`config.mk`:
```
export PLATFORM = sky130hd
export DESIGN_NAME = stream_extrema_tracker
export DESIGN_NICKNAME = d
export VERILOG_FILES = /design/src/rtl/stream_extrema_tracker_pkg.sv /design/src/rtl/stream_extrema_tracker_comparator.sv /design/src/rtl/stream_extrema_tracker.sv
export SDC_FILE = /design/constraint.sdc
export NUM_CORES = 1
export LEC_CHECK = 0
export ABC_CLOCK_PERIOD_IN_PS = 6300
export CELL_PAD_IN_SITES_DETAIL_PLACEMENT = 0
export CELL_PAD_IN_SITES_GLOBAL_PLACEMENT = 1
export CORE_AREA = 4 4 75 77
export CTS_CLUSTER_SIZE = 25
export DETAILED_ROUTE_END_ITERATION = 10
export DIE_AREA = 0 0 79 81
export GPL_ROUTABILITY_DRIVEN = 0
export PLACE_DENSITY_LB_ADDON = 0.1
export REMOVE_ABC_BUFFERS = 1
export SLEW_MARGIN = 20
export SYNTH_ARGS = -nofsm -noshare
export SYNTH_HDL_FRONTEND = slang
export SYNTH_SLANG_ARGS = --single-unit
```
`constraint.sdc`:
```
create_clock -name clk -period 6.3 [get_ports clk]
set_input_delay 0.63 -clock clk [delete_from_list [all_inputs] [get_ports clk]]
set_output_delay 0.63 -clock clk [all_outputs]
set_load 0.1 [all_outputs]
```
`src/rtl/stream_extrema_tracker_pkg.sv`:
```
// Shared types and constants for the stream extrema tracker and its comparator.
package stream_extrema_tracker_pkg;

   localparam int DATA_W = 4;

   typedef enum logic {
      COLLECT = 1'b0,
      REPORT  = 1'b1
   } state_e;

endpackage

```
`src/rtl/stream_extrema_tracker_comparator.sv`:
```
// Unsigned magnitude comparator: flags A>B, A<B and A==B.
module numerical_comparator
   import stream_extrema_tracker_pkg::*;
(
   input  logic [DATA_W-1:0] A,
   input  logic [DATA_W-1:0] B,
   output logic              Fmax,
   output logic              Fmin,
   output logic              Fequ
);

   assign Fmax = (A > B);
   assign Fmin = (A < B);
   assign Fequ = (A == B);

endmodule

```
`src/rtl/stream_extrema_tracker.sv`:
```
// Groups a 4-bit sample stream into windows and reports max/min, their
// occurrence counts and the window length over a valid/ready handshake.
module stream_extrema_tracker
   import stream_extrema_tracker_pkg::*;
#(
   parameter  int WINDOW = 8,
   localparam int CNT_W  = $clog2(WINDOW + 1)
) (
   input  logic              clk,
   input  logic              rst_n,
   input  logic              in_valid,
   output logic              in_ready,
   input  logic [DATA_W-1:0] in_data,
   input  logic              flush,
   output logic              out_valid,
   input  logic              out_ready,
   output logic [DATA_W-1:0] out_max,
   output logic [DATA_W-1:0] out_min,
   output logic [CNT_W-1:0]  out_max_cnt,
   output logic [CNT_W-1:0]  out_min_cnt,
   output logic [CNT_W-1:0]  out_len
);

   state_e              state_q, state_d;
   logic [CNT_W-1:0]    len_q, len_d;
   logic [DATA_W-1:0]   max_q, max_d, min_q, min_d;
   logic [CNT_W-1:0]    max_cnt_q, max_cnt_d, min_cnt_q, min_cnt_d;
   logic [DATA_W-1:0]   out_max_q, out_max_d, out_min_q, out_min_d;
   logic [CNT_W-1:0]    out_max_cnt_q, out_max_cnt_d, out_min_cnt_q, out_min_cnt_d;
   logic [CNT_W-1:0]    out_len_q, out_len_d;
   logic                out_valid_q, out_valid_d;

   logic                accept;
   logic                max_gt, max_lt, max_eq;
   logic                min_gt, min_lt, min_eq;

   numerical_comparator u_cmp_max (
      .A    (in_data),
      .B    (max_q),
      .Fmax (max_gt),
      .Fmin (max_lt),
      .Fequ (max_eq)
   );

   numerical_comparator u_cmp_min (
      .A    (in_data),
      .B    (min_q),
      .Fmax (min_gt),
      .Fmin (min_lt),
      .Fequ (min_eq)
   );

   assign in_ready = (state_q == COLLECT);
   assign accept   = in_valid && in_ready;

   always_comb begin
      state_d       = state_q;
      len_d         = len_q;
      max_d         = max_q;
      min_d         = min_q;
      max_cnt_d     = max_cnt_q;
      min_cnt_d     = min_cnt_q;
      out_max_d     = out_max_q;
      out_min_d     = out_min_q;
      out_max_cnt_d = out_max_cnt_q;
      out_min_cnt_d = out_min_cnt_q;
      out_len_d     = out_len_q;
      out_valid_d   = out_valid_q;

      case (state_q)
         COLLECT: begin
            if (accept) begin
               if (len_q == '0) begin
                  max_d     = in_data;
                  min_d     = in_data;
                  max_cnt_d = CNT_W'(1);
                  min_cnt_d = CNT_W'(1);
               end else begin
                  case ({max_gt, max_eq, max_lt})
                     3'b100: begin
                        max_d     = in_data;
                        max_cnt_d = CNT_W'(1);
                     end
                     3'b010:  max_cnt_d = max_cnt_q + CNT_W'(1);
                     default: ;
                  endcase
                  case ({min_lt, min_eq, min_gt})
                     3'b100: begin
                        min_d     = in_data;
                        min_cnt_d = CNT_W'(1);
                     end
                     3'b010:  min_cnt_d = min_cnt_q + CNT_W'(1);
                     default: ;
                  endcase
               end
               len_d = len_q + CNT_W'(1);
            end
            // Closing snapshot uses the working values already updated with this cycle's sample.
            if ((accept && (len_q == CNT_W'(WINDOW - 1))) ||
                (flush && ((len_q != '0) || accept))) begin
               out_max_d     = max_d;
               out_min_d     = min_d;
               out_max_cnt_d = max_cnt_d;
               out_min_cnt_d = min_cnt_d;
               out_len_d     = len_d;
               out_valid_d   = 1'b1;
               state_d       = REPORT;
            end
         end
         REPORT: begin
            if (out_ready) begin
               out_valid_d = 1'b0;
               len_d       = '0;
               state_d     = COLLECT;
            end
         end
         default: state_d = COLLECT;
      endcase
   end

   always_ff @(posedge clk or negedge rst_n) begin
      if (!rst_n) begin
         state_q       <= COLLECT;
         len_q         <= '0;
         max_q         <= '0;
         min_q         <= '0;
         max_cnt_q     <= '0;
         min_cnt_q     <= '0;
         out_max_q     <= '0;
         out_min_q     <= '0;
         out_max_cnt_q <= '0;
         out_min_cnt_q <= '0;
         out_len_q     <= '0;
         out_valid_q   <= 1'b0;
      end else begin
         state_q       <= state_d;
         len_q         <= len_d;
         max_q         <= max_d;
         min_q         <= min_d;
         max_cnt_q     <= max_cnt_d;
         min_cnt_q     <= min_cnt_d;
         out_max_q     <= out_max_d;
         out_min_q     <= out_min_d;
         out_max_cnt_q <= out_max_cnt_d;
         out_min_cnt_q <= out_min_cnt_d;
         out_len_q     <= out_len_d;
         out_valid_q   <= out_valid_d;
      end
   end

   assign out_valid   = out_valid_q;
   assign out_max     = out_max_q;
   assign out_min     = out_min_q;
   assign out_max_cnt = out_max_cnt_q;
   assign out_min_cnt = out_min_cnt_q;
   assign out_len     = out_len_q;

endmodule

```
==> run summary <==
Number of remaining DRC errors = 0
GRT overflow = 0
CP Data Required Time = 6.52 ns
Worst-path clk slew = 0.07 ns
First-pass GRT wire length = 7983 um
Yosys cell types = 46
Starting density of the core = 44.81%
Nets@finish = 249
CTS Buffer Depth = 2
GRT Util Overall = 16.01%
Clock Skew = 0.003490 ns
Setup violations, final = 0
Outcome = completed
Critical path type = in2reg
Arrival @ worst endpoint = 3.27 ns
Port Buffers = 30
Critical Path Start Type = input port
CTS tree = done
Maximum capacitance violations = 0
CTS hold repair buffers = 0
Synthesized area per cell = 11.51 um^2
Largest family of logic cells by synthesized area = compound AO/OA/AOI/OAI gates
Row count = 26
Clock latency on the worst-skew pair = 0.28 ns
RSZ-0062 raised after global routing = no
Worst hold path type = in2async
Dpl hpwl = 3189 um
Total core area = 5010 um^2
Share of cells above drive strength 1 = 17.26%
Commonest non-fill, non-tap cell in the layout = dfrtp_1
Post-synthesis adder-cell area fraction = 7.804%
Simple-Gate Fraction of Synth Area = 11.82%
Sum Neg Setup Slack = 0 ns
Netlist Area Pre-Place = 2245 um^2
Number of synthesized flops with an enable pin = 0
Final Hold Viols = 0
Crit-path max FO = 7
Post-CTS Setup Inserts = 0
Worst setup EP type = flop
Initial antenna violation count = 0
Die area = 6399 um^2
Post-Synth XOR/XNOR Area = 1.171%
#FFs+latches synth = 42
Minimum clock period = 3.044 ns
Worst reg-to-reg setup slack = 3.75 ns
Vias in the first global route = 1738
Cells after DPL = 289
Mux share of post-synthesis cell area = 12.99%
Synth warn = 0
Syn Inst Count = 195
Post-synthesis sequential area ratio = 46.82%
Area Overhead vs Synth = 19.90%
Drt total wl = 4272 um
Final count of pins violating max slew = 0
CTS resizes = 0
Via count = 1510
CTS buffer count = 5
Worst slew margin = 34.46%
Initial detailed-routing violation count = 43
IO Pins = 31
Worst-margin pin slew = 0.9800 ns
Fin cells = 296
Post-Route Utilization = 53.72%
Die Ht = 81 um
Hold Worst Slack = 0.4782 ns
Most frequent cells in the layout = dfrtp_1 (42), clkdlybuf4s50_1 (29), inv_1 (17)
H-tree levels = 2
Clock sink count = 42
Via density = 5.101
RR Endpoint = out_min_cnt[2]$_DFFE_PN0P_
Root Driver = clkbuf_8
Fmax = 328.5 MHz
Main synth FF type = dfrtp_1
R2R depth = 12
Post-synth ARST share = 100.0%
Crit Reg-Reg Startpoint = min_q[1]$_DFFE_PN0N_
Antenna Nets Post-Route = 0
Final critical-path share of the clock period = 48.32%
Ant diodes = 0
Die width = 79 um
Post-synthesis compound-gate area fraction = 14.05%
Layout fillers = 490
Routed WL per cell = 14.43 um
DRT Pass-1 Iters = 4
Largest net degree at the start of global routing = 43
Yosys cell counts (2+ instances only):
cell type | number | area (um^2)
o21ai_0 | 9 | 45.04
dfrtp_1 | 42 | 1051
a31oi_1 | 2 | 12.51
a21oi_1 | 5 | 25.02
xnor2_1 | 2 | 17.52
nor2_1 | 11 | 41.29
buf_6 | 3 | 33.78
mux2_4 | 9 | 135.1
mux2_2 | 10 | 112.6
a22o_1 | 3 | 26.28
nand3_1 | 2 | 10.01
nand2b_1 | 4 | 25.02
a32o_1 | 2 | 20.02
buf_2 | 3 | 15.01
mux2_1 | 3 | 33.78
nor2b_1 | 5 | 31.28
o21ai_2 | 2 | 17.52
nand4_1 | 4 | 25.02
ha_1 | 14 | 175.2
inv_1 | 17 | 63.81
a21o_1 | 2 | 15.01
nand2_1 | 14 | 52.55
a21oi_2 | 2 | 17.52
o22ai_1 | 3 | 18.77
logic make-up after synthesis:
kind of cell,Yosys count
adders and majority gates,14
AOI/OAI and AO/OA,40
muxes,23
and+or+nand+nor,49
buffers and inverters,24
DFF,42
xor gates and xnor gates,3
through the flow:
stage               worst slack, ns  instance area, um^2
floorplan                     3.677                 2188
global placement              3.045                 2579
detailed placement            2.970                 2579
CTS                           3.254                 2691
global route                  2.980                 2691
finish                        3.256                 2691
worst max-delay path, stage by stage:
cell	delay (ns)
clkdlybuf4s50_1	0.48
ha_1	0.33
nor2b_1	0.13
o21ai_0	0.15
nand2b_1	0.07
a21o_1	0.19
ha_1	0.37
nor4bb_1	0.40
nand2_1	0.09
o21ai_0	0.15
a22o_1	0.16
mux2_1	0.13
worst max path at each step:
| stage | startpoint | to | depth (start not counted) |
|---|---|---|---|
| finish | in_data[1] | out_min_cnt[2]$_DFFE_PN0P_ | 12 |
| global route | in_data[1] | out_min_cnt[2]$_DFFE_PN0P_ | 12 |
| CTS | in_data[1] | out_min_cnt[2]$_DFFE_PN0P_ | 12 |
| detailed placement | in_data[1] | out_min_cnt[2]$_DFFE_PN0P_ | 12 |
| global placement | in_data[1] | out_min_cnt[2]$_DFFE_PN0P_ | 12 |
| floorplan | in_data[1] | out_min_cnt[2]$_DFFE_PN0P_ | 11 |
layer usage:
layer / part of all wire (%) / GRT usage (%) / vias to the layer above
met5: 0 / 0 / -
met4: 1.5 / 4.811 / 0
met3: 3.8 / 4.989 / 7
met2: 48 / 27.78 / 26
met1: 46 / 19.08 / 733
li1: - / - / 744
area by class of cell:
cell class                 count  area (um^2)  share of cell area (%)
multi-input combinational    129         1074                   39.89
sequential                    42         1051                   39.05
timing repair buffer          31        302.8                   11.25
tap                           70        87.58                   3.254
clock buffer                   6        82.58                   3.068
inverter                      17        63.81                   2.371
clock inverter                 1        30.03                   1.116
Power is not shown: default switching activity piles up to over one toggle a cycle in this logic, so the estimate is an artifact.
